**src/rtl/apb_gpio_irq_if.sv**
```systemverilog
// APB bus bundle for the GPIO controller.
// Handshake: a transfer is a setup phase (psel=1, penable=0) followed by an
// access phase (psel=1, penable=1); the slave is zero-wait (pready=1), so a
// write commits on the rising edge that sees psel & penable & pwrite.
interface apb_gpio_irq_if;
  logic        apbi_psel;
  logic        apbi_penable;
  logic        apbi_pwrite;
  logic [7:0]  apbi_paddr;
  logic [31:0] apbi_pwdata;
  logic [31:0] apbo_prdata;
  logic        apbo_pready;

  modport master (
    output apbi_psel, apbi_penable, apbi_pwrite, apbi_paddr, apbi_pwdata,
    input  apbo_prdata, apbo_pready
  );

  modport slave (
    input  apbi_psel, apbi_penable, apbi_pwrite, apbi_paddr, apbi_pwdata,
    output apbo_prdata, apbo_pready
  );
endinterface

```
**src/rtl/apb_gpio_irq.sv**
```systemverilog
// APB GPIO controller: synchronised and debounced inputs, OUT/DIR pad
// control with set/clear/toggle aliases, per-pin edge/level interrupts
// with sticky write-1-to-clear flags and a single registered irq line.
module apb_gpio_irq #(
  parameter int NBITS       = 8,
  parameter int SYNC_STAGES = 2,
  parameter int DEB_WIDTH   = 4
) (
  input  logic             clk,
  input  logic             rstn,
  apb_gpio_irq_if.slave    apb,
  input  logic [NBITS-1:0] gpioi_din,
  output logic [NBITS-1:0] gpioo_dout,
  output logic [NBITS-1:0] gpioo_oe,
  output logic             apbo_irq
);

  // Register state
  logic [NBITS-1:0]     out_q, out_d;
  logic [NBITS-1:0]     dir_q, dir_d;
  logic [NBITS-1:0]     imask_q, imask_d;
  logic [NBITS-1:0]     ipol_q, ipol_d;
  logic [NBITS-1:0]     iedge_q, iedge_d;
  logic [NBITS-1:0]     iflag_q, iflag_d;
  logic [DEB_WIDTH-1:0] deb_q, deb_d;
  logic                 irq_q;

  // Input path state
  logic [NBITS-1:0]     sync_q [SYNC_STAGES];
  logic [NBITS-1:0]     stable_q, stable_d;
  logic [NBITS-1:0]     stable_prev_q;
  logic [DEB_WIDTH-1:0] cnt_q [NBITS];
  logic [DEB_WIDTH-1:0] cnt_d [NBITS];

  logic [NBITS-1:0]     sync_s;
  logic [DEB_WIDTH:0]   teff;
  logic                 wr_en;
  logic [5:0]           widx;
  logic [NBITS-1:0]     wd;
  logic [NBITS-1:0]     w1c;
  logic [NBITS-1:0]     flag_set;
  logic [31:0]          rdata;
  logic                 unused_bits;

  assign wr_en       = apb.apbi_psel & apb.apbi_penable & apb.apbi_pwrite;
  assign widx        = apb.apbi_paddr[7:2];
  assign wd          = apb.apbi_pwdata[NBITS-1:0];
  assign sync_s      = sync_q[SYNC_STAGES-1];
  // A threshold of 0 behaves like 1 so a pin can never get stuck.
  assign teff        = (deb_q == '0) ? (DEB_WIDTH+1)'(1) : {1'b0, deb_q};
  assign unused_bits = ^{apb.apbi_paddr[1:0], apb.apbi_pwdata};

  // Per-pin debounce: count cycles that sync disagrees with stable; adopt sync at Teff.
  always_comb begin
    for (int p = 0; p < NBITS; p++) begin
      stable_d[p] = stable_q[p];
      cnt_d[p]    = '0;
      if (sync_s[p] != stable_q[p]) begin
        if (({1'b0, cnt_q[p]} + (DEB_WIDTH+1)'(1)) >= teff) begin
          stable_d[p] = sync_s[p];
        end else begin
          cnt_d[p] = cnt_q[p] + DEB_WIDTH'(1);
        end
      end
    end
  end

  // Flag sources: edges of the debounced value toward IPOL, or level equal to IPOL.
  assign flag_set = (iedge_q & (stable_q ^ stable_prev_q) & ~(stable_q ^ ipol_q))
                  | (~iedge_q & ~(stable_q ^ ipol_q));

  // Register writes, including the OR/AND/XOR alias views; set beats W1C.
  always_comb begin
    out_d   = out_q;
    dir_d   = dir_q;
    imask_d = imask_q;
    ipol_d  = ipol_q;
    iedge_d = iedge_q;
    deb_d   = deb_q;
    w1c     = '0;
    if (wr_en) begin
      case (widx)
        6'd1:  out_d   = wd;
        6'd2:  dir_d   = wd;
        6'd3:  imask_d = wd;
        6'd4:  ipol_d  = wd;
        6'd5:  iedge_d = wd;
        6'd6:  w1c     = wd;
        6'd7:  deb_d   = apb.apbi_pwdata[DEB_WIDTH-1:0];
        6'd21: out_d   = out_q | wd;
        6'd22: dir_d   = dir_q | wd;
        6'd23: imask_d = imask_q | wd;
        6'd25: out_d   = out_q & wd;
        6'd26: dir_d   = dir_q & wd;
        6'd27: imask_d = imask_q & wd;
        6'd29: out_d   = out_q ^ wd;
        6'd30: dir_d   = dir_q ^ wd;
        6'd31: imask_d = imask_q ^ wd;
        default: ;
      endcase
    end
    iflag_d = (iflag_q & ~w1c) | flag_set;
  end

  // Read mux: aliases read back their target register; 0 when unselected.
  always_comb begin
    rdata = '0;
    if (apb.apbi_psel) begin
      case (widx)
        6'd0:                      rdata[NBITS-1:0]     = stable_q;
        6'd1, 6'd21, 6'd25, 6'd29: rdata[NBITS-1:0]     = out_q;
        6'd2, 6'd22, 6'd26, 6'd30: rdata[NBITS-1:0]     = dir_q;
        6'd3, 6'd23, 6'd27, 6'd31: rdata[NBITS-1:0]     = imask_q;
        6'd4:                      rdata[NBITS-1:0]     = ipol_q;
        6'd5:                      rdata[NBITS-1:0]     = iedge_q;
        6'd6:                      rdata[NBITS-1:0]     = iflag_q;
        6'd7:                      rdata[DEB_WIDTH-1:0] = deb_q;
        default: ;
      endcase
    end
  end

  // All sequential state, cleared asynchronously.
  always_ff @(posedge clk or negedge rstn) begin
    if (!rstn) begin
      out_q         <= '0;
      dir_q         <= '0;
      imask_q       <= '0;
      ipol_q        <= '0;
      iedge_q       <= '0;
      iflag_q       <= '0;
      deb_q         <= '0;
      irq_q         <= 1'b0;
      stable_q      <= '0;
      stable_prev_q <= '0;
      for (int i = 0; i < SYNC_STAGES; i++) sync_q[i] <= '0;
      for (int p = 0; p < NBITS; p++) cnt_q[p] <= '0;
    end else begin
      out_q         <= out_d;
      dir_q         <= dir_d;
      imask_q       <= imask_d;
      ipol_q        <= ipol_d;
      iedge_q       <= iedge_d;
      iflag_q       <= iflag_d;
      deb_q         <= deb_d;
      irq_q         <= |(iflag_q & imask_q);
      stable_q      <= stable_d;
      stable_prev_q <= stable_q;
      sync_q[0]     <= gpioi_din;
      for (int i = 1; i < SYNC_STAGES; i++) sync_q[i] <= sync_q[i-1];
      for (int p = 0; p < NBITS; p++) cnt_q[p] <= cnt_d[p];
    end
  end

  assign apb.apbo_prdata = rdata;
  assign apb.apbo_pready = 1'b1;
  assign gpioo_dout      = out_q;
  assign gpioo_oe        = dir_q;
  assign apbo_irq        = irq_q;

endmodule

```
**src/flat_wrapper.sv**
```systemverilog
// flat-port wrapper written by rule: the top's interface ports become plain ports
module apb_gpio_irq_flat 
#(
  parameter int NBITS       = 8,
  parameter int SYNC_STAGES = 2,
  parameter int DEB_WIDTH   = 4
)
  (clk, rstn, gpioi_din, gpioo_dout, gpioo_oe, apbo_irq, apb_apbi_psel, apb_apbi_penable, apb_apbi_pwrite, apb_apbi_paddr, apb_apbi_pwdata, apb_apbo_prdata, apb_apbo_pready);
  apb_gpio_irq_if apb_i ();
  input  logic clk;
  input  logic rstn;
  input  logic [NBITS-1:0] gpioi_din;
  output logic [NBITS-1:0] gpioo_dout;
  output logic [NBITS-1:0] gpioo_oe;
  output logic apbo_irq;
  input wire logic [$bits(apb_i.apbi_psel)-1:0] apb_apbi_psel;
  input wire logic [$bits(apb_i.apbi_penable)-1:0] apb_apbi_penable;
  input wire logic [$bits(apb_i.apbi_pwrite)-1:0] apb_apbi_pwrite;
  input wire logic [$bits(apb_i.apbi_paddr)-1:0] apb_apbi_paddr;
  input wire logic [$bits(apb_i.apbi_pwdata)-1:0] apb_apbi_pwdata;
  output wire logic [$bits(apb_i.apbo_prdata)-1:0] apb_apbo_prdata;
  output wire logic [$bits(apb_i.apbo_pready)-1:0] apb_apbo_pready;
  assign apb_i.apbi_psel = apb_apbi_psel;
  assign apb_i.apbi_penable = apb_apbi_penable;
  assign apb_i.apbi_pwrite = apb_apbi_pwrite;
  assign apb_i.apbi_paddr = apb_apbi_paddr;
  assign apb_i.apbi_pwdata = apb_apbi_pwdata;
  assign apb_apbo_prdata = apb_i.apbo_prdata;
  assign apb_apbo_pready = apb_i.apbo_pready;
  apb_gpio_irq #(.NBITS(NBITS), .SYNC_STAGES(SYNC_STAGES), .DEB_WIDTH(DEB_WIDTH)) u_core (.clk(clk), .rstn(rstn), .apb(apb_i), .gpioi_din(gpioi_din), .gpioo_dout(gpioo_dout), .gpioo_oe(gpioo_oe), .apbo_irq(apbo_irq));
endmodule
```
**config.mk**
```make
export PLATFORM = sky130hd
export DESIGN_NAME = apb_gpio_irq_flat
export DESIGN_NICKNAME = d
export VERILOG_FILES = /design/src/rtl/apb_gpio_irq_if.sv /design/src/rtl/apb_gpio_irq.sv /design/src/flat_wrapper.sv
export SDC_FILE = /design/constraint.sdc
export NUM_CORES = 1
export LEC_CHECK = 0
export BUFFER_PORTS_ARGS = -buffer_cell sky130_fd_sc_hd__buf_2
export CAP_MARGIN = 30
export CORE_MARGIN = 2
export CORE_UTILIZATION = 48
export CTS_CLUSTER_SIZE = 30
export DETAILED_ROUTE_END_ITERATION = 8
export PLACE_DENSITY = 0.69
export REMOVE_ABC_BUFFERS = 1
export SLEW_MARGIN = 0
export SYNTH_ARGS = -nofsm -noshare
export SYNTH_HDL_FRONTEND = slang
export SYNTH_SLANG_ARGS = --single-unit
```
**constraint.sdc**
```tcl
create_clock -name clk -period 3.1 [get_ports clk]
set_input_delay 0.155 -clock clk [delete_from_list [all_inputs] [get_ports clk]]
set_output_delay 0.155 -clock clk [all_outputs]
set_load 0.01 [all_outputs]
```
==> results.py <==
metrics = {
    "clock_tree": {
        "hold_buffers": 9,
        "cts_max_level": 4,
        "cts_tree": "built",
        "path_clk_slew_ns": 0.06,
        "cts-root-buf": "clkbuf_16",
        "numClockSinks": 117,
        "worstSkewPairLatency_ns": 0.42,
        "ctsResizeCount": 0,
        "cts_buffers": 17,
        "post-cts-setup-buffer-count": 0,
        "cts_buffer_depth": 2,
    },
    "timing": {
        "fin_hold_ws_ns": 0.144,
        "slew_headroom_pct": 50.2,
        "maxSlewViolCount": 0,
        "finalSetupTns_ns": 0,
        "finalCritPeriodShare_pct": 87.7,
        "worstMarginPinSlew_ns": 0.748,
        "rsz0062_at_grt": "no",
        "min_period_ns": 2.72,
        "clock.fmax_ghz": 0.368,
        "finalHoldViolCount": 0,
        "fin_worst_skew_ns": 0.00631,
        "setup_viol": 0,
    },
    "yosys": {
        "ys_warn_count": 0,
        "synth-edff-count": 0,
        "synthFlopType": "dfrtp_1",
        "synth_area_um2": 7470,
        "synth_cells": 747,
        "ys_types": 52,
        "yosys_register_bits": 117,
        "syn_area_per_cell_um2": 10.0,
        "synthArstFlopShare_pct": 100,
        "ys_seq_area_share_pct": 39.2,
    },
    "drt": {
        "post_drt_wl_per_cell_um": 18.1,
        "initialDrtViolationCount": 429,
        "postRouteAntennaNets": 0,
        "vias": 5923,
        "finalWirelength_mm": 18.3,
        "dr.pass1.iters": 5,
        "avgViaCountPerCell": 5.85,
        "drc_errors": 0,
    },
    "placement": {
        "dp_hpwl_mm": 12.8,
        "numPortBuffers": 51,
        "gp_congestion": 0.862,
    },
    "floorplanning": {
        "core.rowCount": 45,
        "io_pins": 103,
        "die_area_um2": 16600,
        "die_h_um": 129,
        "die_x_um": 129,
        "coreArea_um2": 15200,
        "initial_core_util_pct": 49.2,
    },
    "power_and_ir_drop": {
        "peakVddDrop_v": 0.000549,
        "leakagePower_nw": 3.96,
        "power.density_nw_per_um2": 637,
    },
    "critical_path": {
        "critical_path_class": "reg2reg",
        "cp_cell_sequence": "inv_2 -> nand2_1 -> o21bai_1 -> buf_4 -> ha_1 -> nand2b_1 -> a211oi_1 -> o21a_1 -> o211ai_1 -> mux2_2",
        "critPathMaxFanout": 10,
        "startpoint_type": "flip-flop",
        "worst_path_largest_cell_delay_ns": 0.38,
        "ff2ff_setup_slack_ns": 0.38,
        "cp_data_arrival_time_ns": 3.02,
        "end_kind": "flip-flop",
        "cp_slowest_cell": "dfrtp_1",
        "cp_data_required_time_ns": 3.40,
    },
    "finish": {
        "utilization_pct": 56.4,
        "layout-drive-gt1-share_pct": 15.8,
        "final_common_cell": "dfrtp_1",
        "largest_register": "u_core.cnt_q",
        "mostFrequentLayoutCells": "117 x dfrtp_1, 73 x ha_1, 60 x nand2_1",
        "n_antenna_cell": 0,
        "nets": 937,
        "fillCellCount": 1284,
        "area_growth_pct": 14.7,
        "largest_register_ffs": 32,
    },
    "grt": {
        "grt_overflow": 0,
        "antenna_found_initial": 0,
        "grt_usage_pct": 23.2,
        "first_global_vias": 6031,
        "grt_max_degree": 55,
        "grt_pass1_wl_mm": 30.3,
    },
    "worst_hold_path": {
        "worstHoldPathType": "in2reg",
    },
    "flow_run": {
        "cap_viol_max_count": 0,
    },
    "run_status": {
        "status": "finished, final reports clean",
    },
}
## cell type report
type,instances,area (um^2),share of cell area [%]
inverter,49,184,2.15
clock inverter,9,198,2.31
clock buffer,23,468,5.46
multi-input combinational,554,4120,48.1
timing repair buffer,72,438,5.11
sequential,117,2930,34.2
tap,188,235,2.74
## cell usage after synthesis (3+ instances only)
library cell | number | area [um^2]
a21oi_1 | 14 | 70.1
a221oi_1 | 7 | 61.3
a22oi_1 | 36 | 270
a31oi_1 | 4 | 25.0
and2_1 | 15 | 93.8
buf_2 | 7 | 35.0
buf_4 | 27 | 203
buf_6 | 4 | 45.0
clkbuf_1 | 10 | 37.5
dfrtp_1 | 117 | 2930
ha_1 | 73 | 913
inv_1 | 48 | 180
mux2_1 | 3 | 33.8
mux2_2 | 26 | 293
mux2i_1 | 31 | 310
mux4_2 | 4 | 90.1
nand2_1 | 60 | 225
nand2b_1 | 10 | 62.6
nand3_1 | 22 | 110
nor2_1 | 37 | 139
nor2b_1 | 19 | 119
nor3_1 | 4 | 20.0
o2111ai_1 | 7 | 61.3
o211a_1 | 7 | 70.1
o211ai_1 | 8 | 60.1
o21ai_0 | 39 | 195
o21ai_1 | 6 | 30.0
o22a_1 | 7 | 61.3
o22ai_1 | 24 | 150
o311ai_0 | 8 | 70.1
or3_1 | 8 | 50.1
or4_1 | 7 | 52.6
xnor2_1 | 14 | 123
xor2_1 | 10 | 87.6
## worst paths after layout
path | start | to | cells after the start
setup reg to reg | u_core.deb_q[2]$_DFFE_PN0P_ | u_core.stable_q[0]$_DFFE_PN0P_ | 10
min in group asynchronous | rstn | u_core.gpioo_oe[1]$_DFFE_PN0P_ | 2
hold reg to reg | u_core.sync_q[10]$_DFF_PN0_ | u_core.sync_s[2]$_DFF_PN0_ | 0
hold / removal | apb_apbi_pwdata[6] | u_core.ipol_q[6]$_DFFE_PN0P_ | 2
setup / recovery | u_core.deb_q[2]$_DFFE_PN0P_ | u_core.stable_q[0]$_DFFE_PN0P_ | 10
max in group asynchronous | rstn | u_core.iflag_q[0]$_DFF_PN0_ | 3
## worst max-delay path: cells and delay by family, from the launching register on
kind / cells / cell delay [ns]
muxes: 1 / 0.29
buffers and inverters: 2 / 0.40
AOI/OAI and AO/OA: 4 / 0.86
DFF: 1 / 0.38
adders and majority gates: 1 / 0.24
and+or+nand+nor: 2 / 0.45
## logic make-up after synthesis
family,Yosys count,share of synthesized area [%]
flops,117,39.2
fa+ha+maj,73,12.2
xor+xnor,24,2.81
compound gates,175,16.2
mux,64,9.73
buf+inv,99,6.85
other cells,2,0.100
simple gates,193,12.9
## power by group
group / switching, mW / internal (mW)
clock: 0.699 / 1.55
sequential: 0.262 / 1.76
combinational: 0.670 / 0.522
## stage by stage
step	area [um^2]	cells	power, mW	setup slack (ns)
after floorplan	7230	720	2.79	0.505
after global placement	7820	971	3.10	0.443
after detailed placement	7820	971	3.20	0.422
after CTS	8570	1012	5.49	0.341
after global routing	8570	1012	5.77	0.226
final	8570	1012	5.46	0.382
## layer usage
| metal | vias up | wire length (um) | global-route usage, % |
|---|---|---|---|
| met1 | 2948 | 7860 | 27.8 |
| met4 | 0 | 359 | 8.38 |
| met5 | - | 0 | 0 |
| met3 | 31 | 747 | 4.49 |
| met2 | 170 | 9330 | 41.5 |
| li1 | 2774 | - | - |
(Power assumes the default switching activity.)
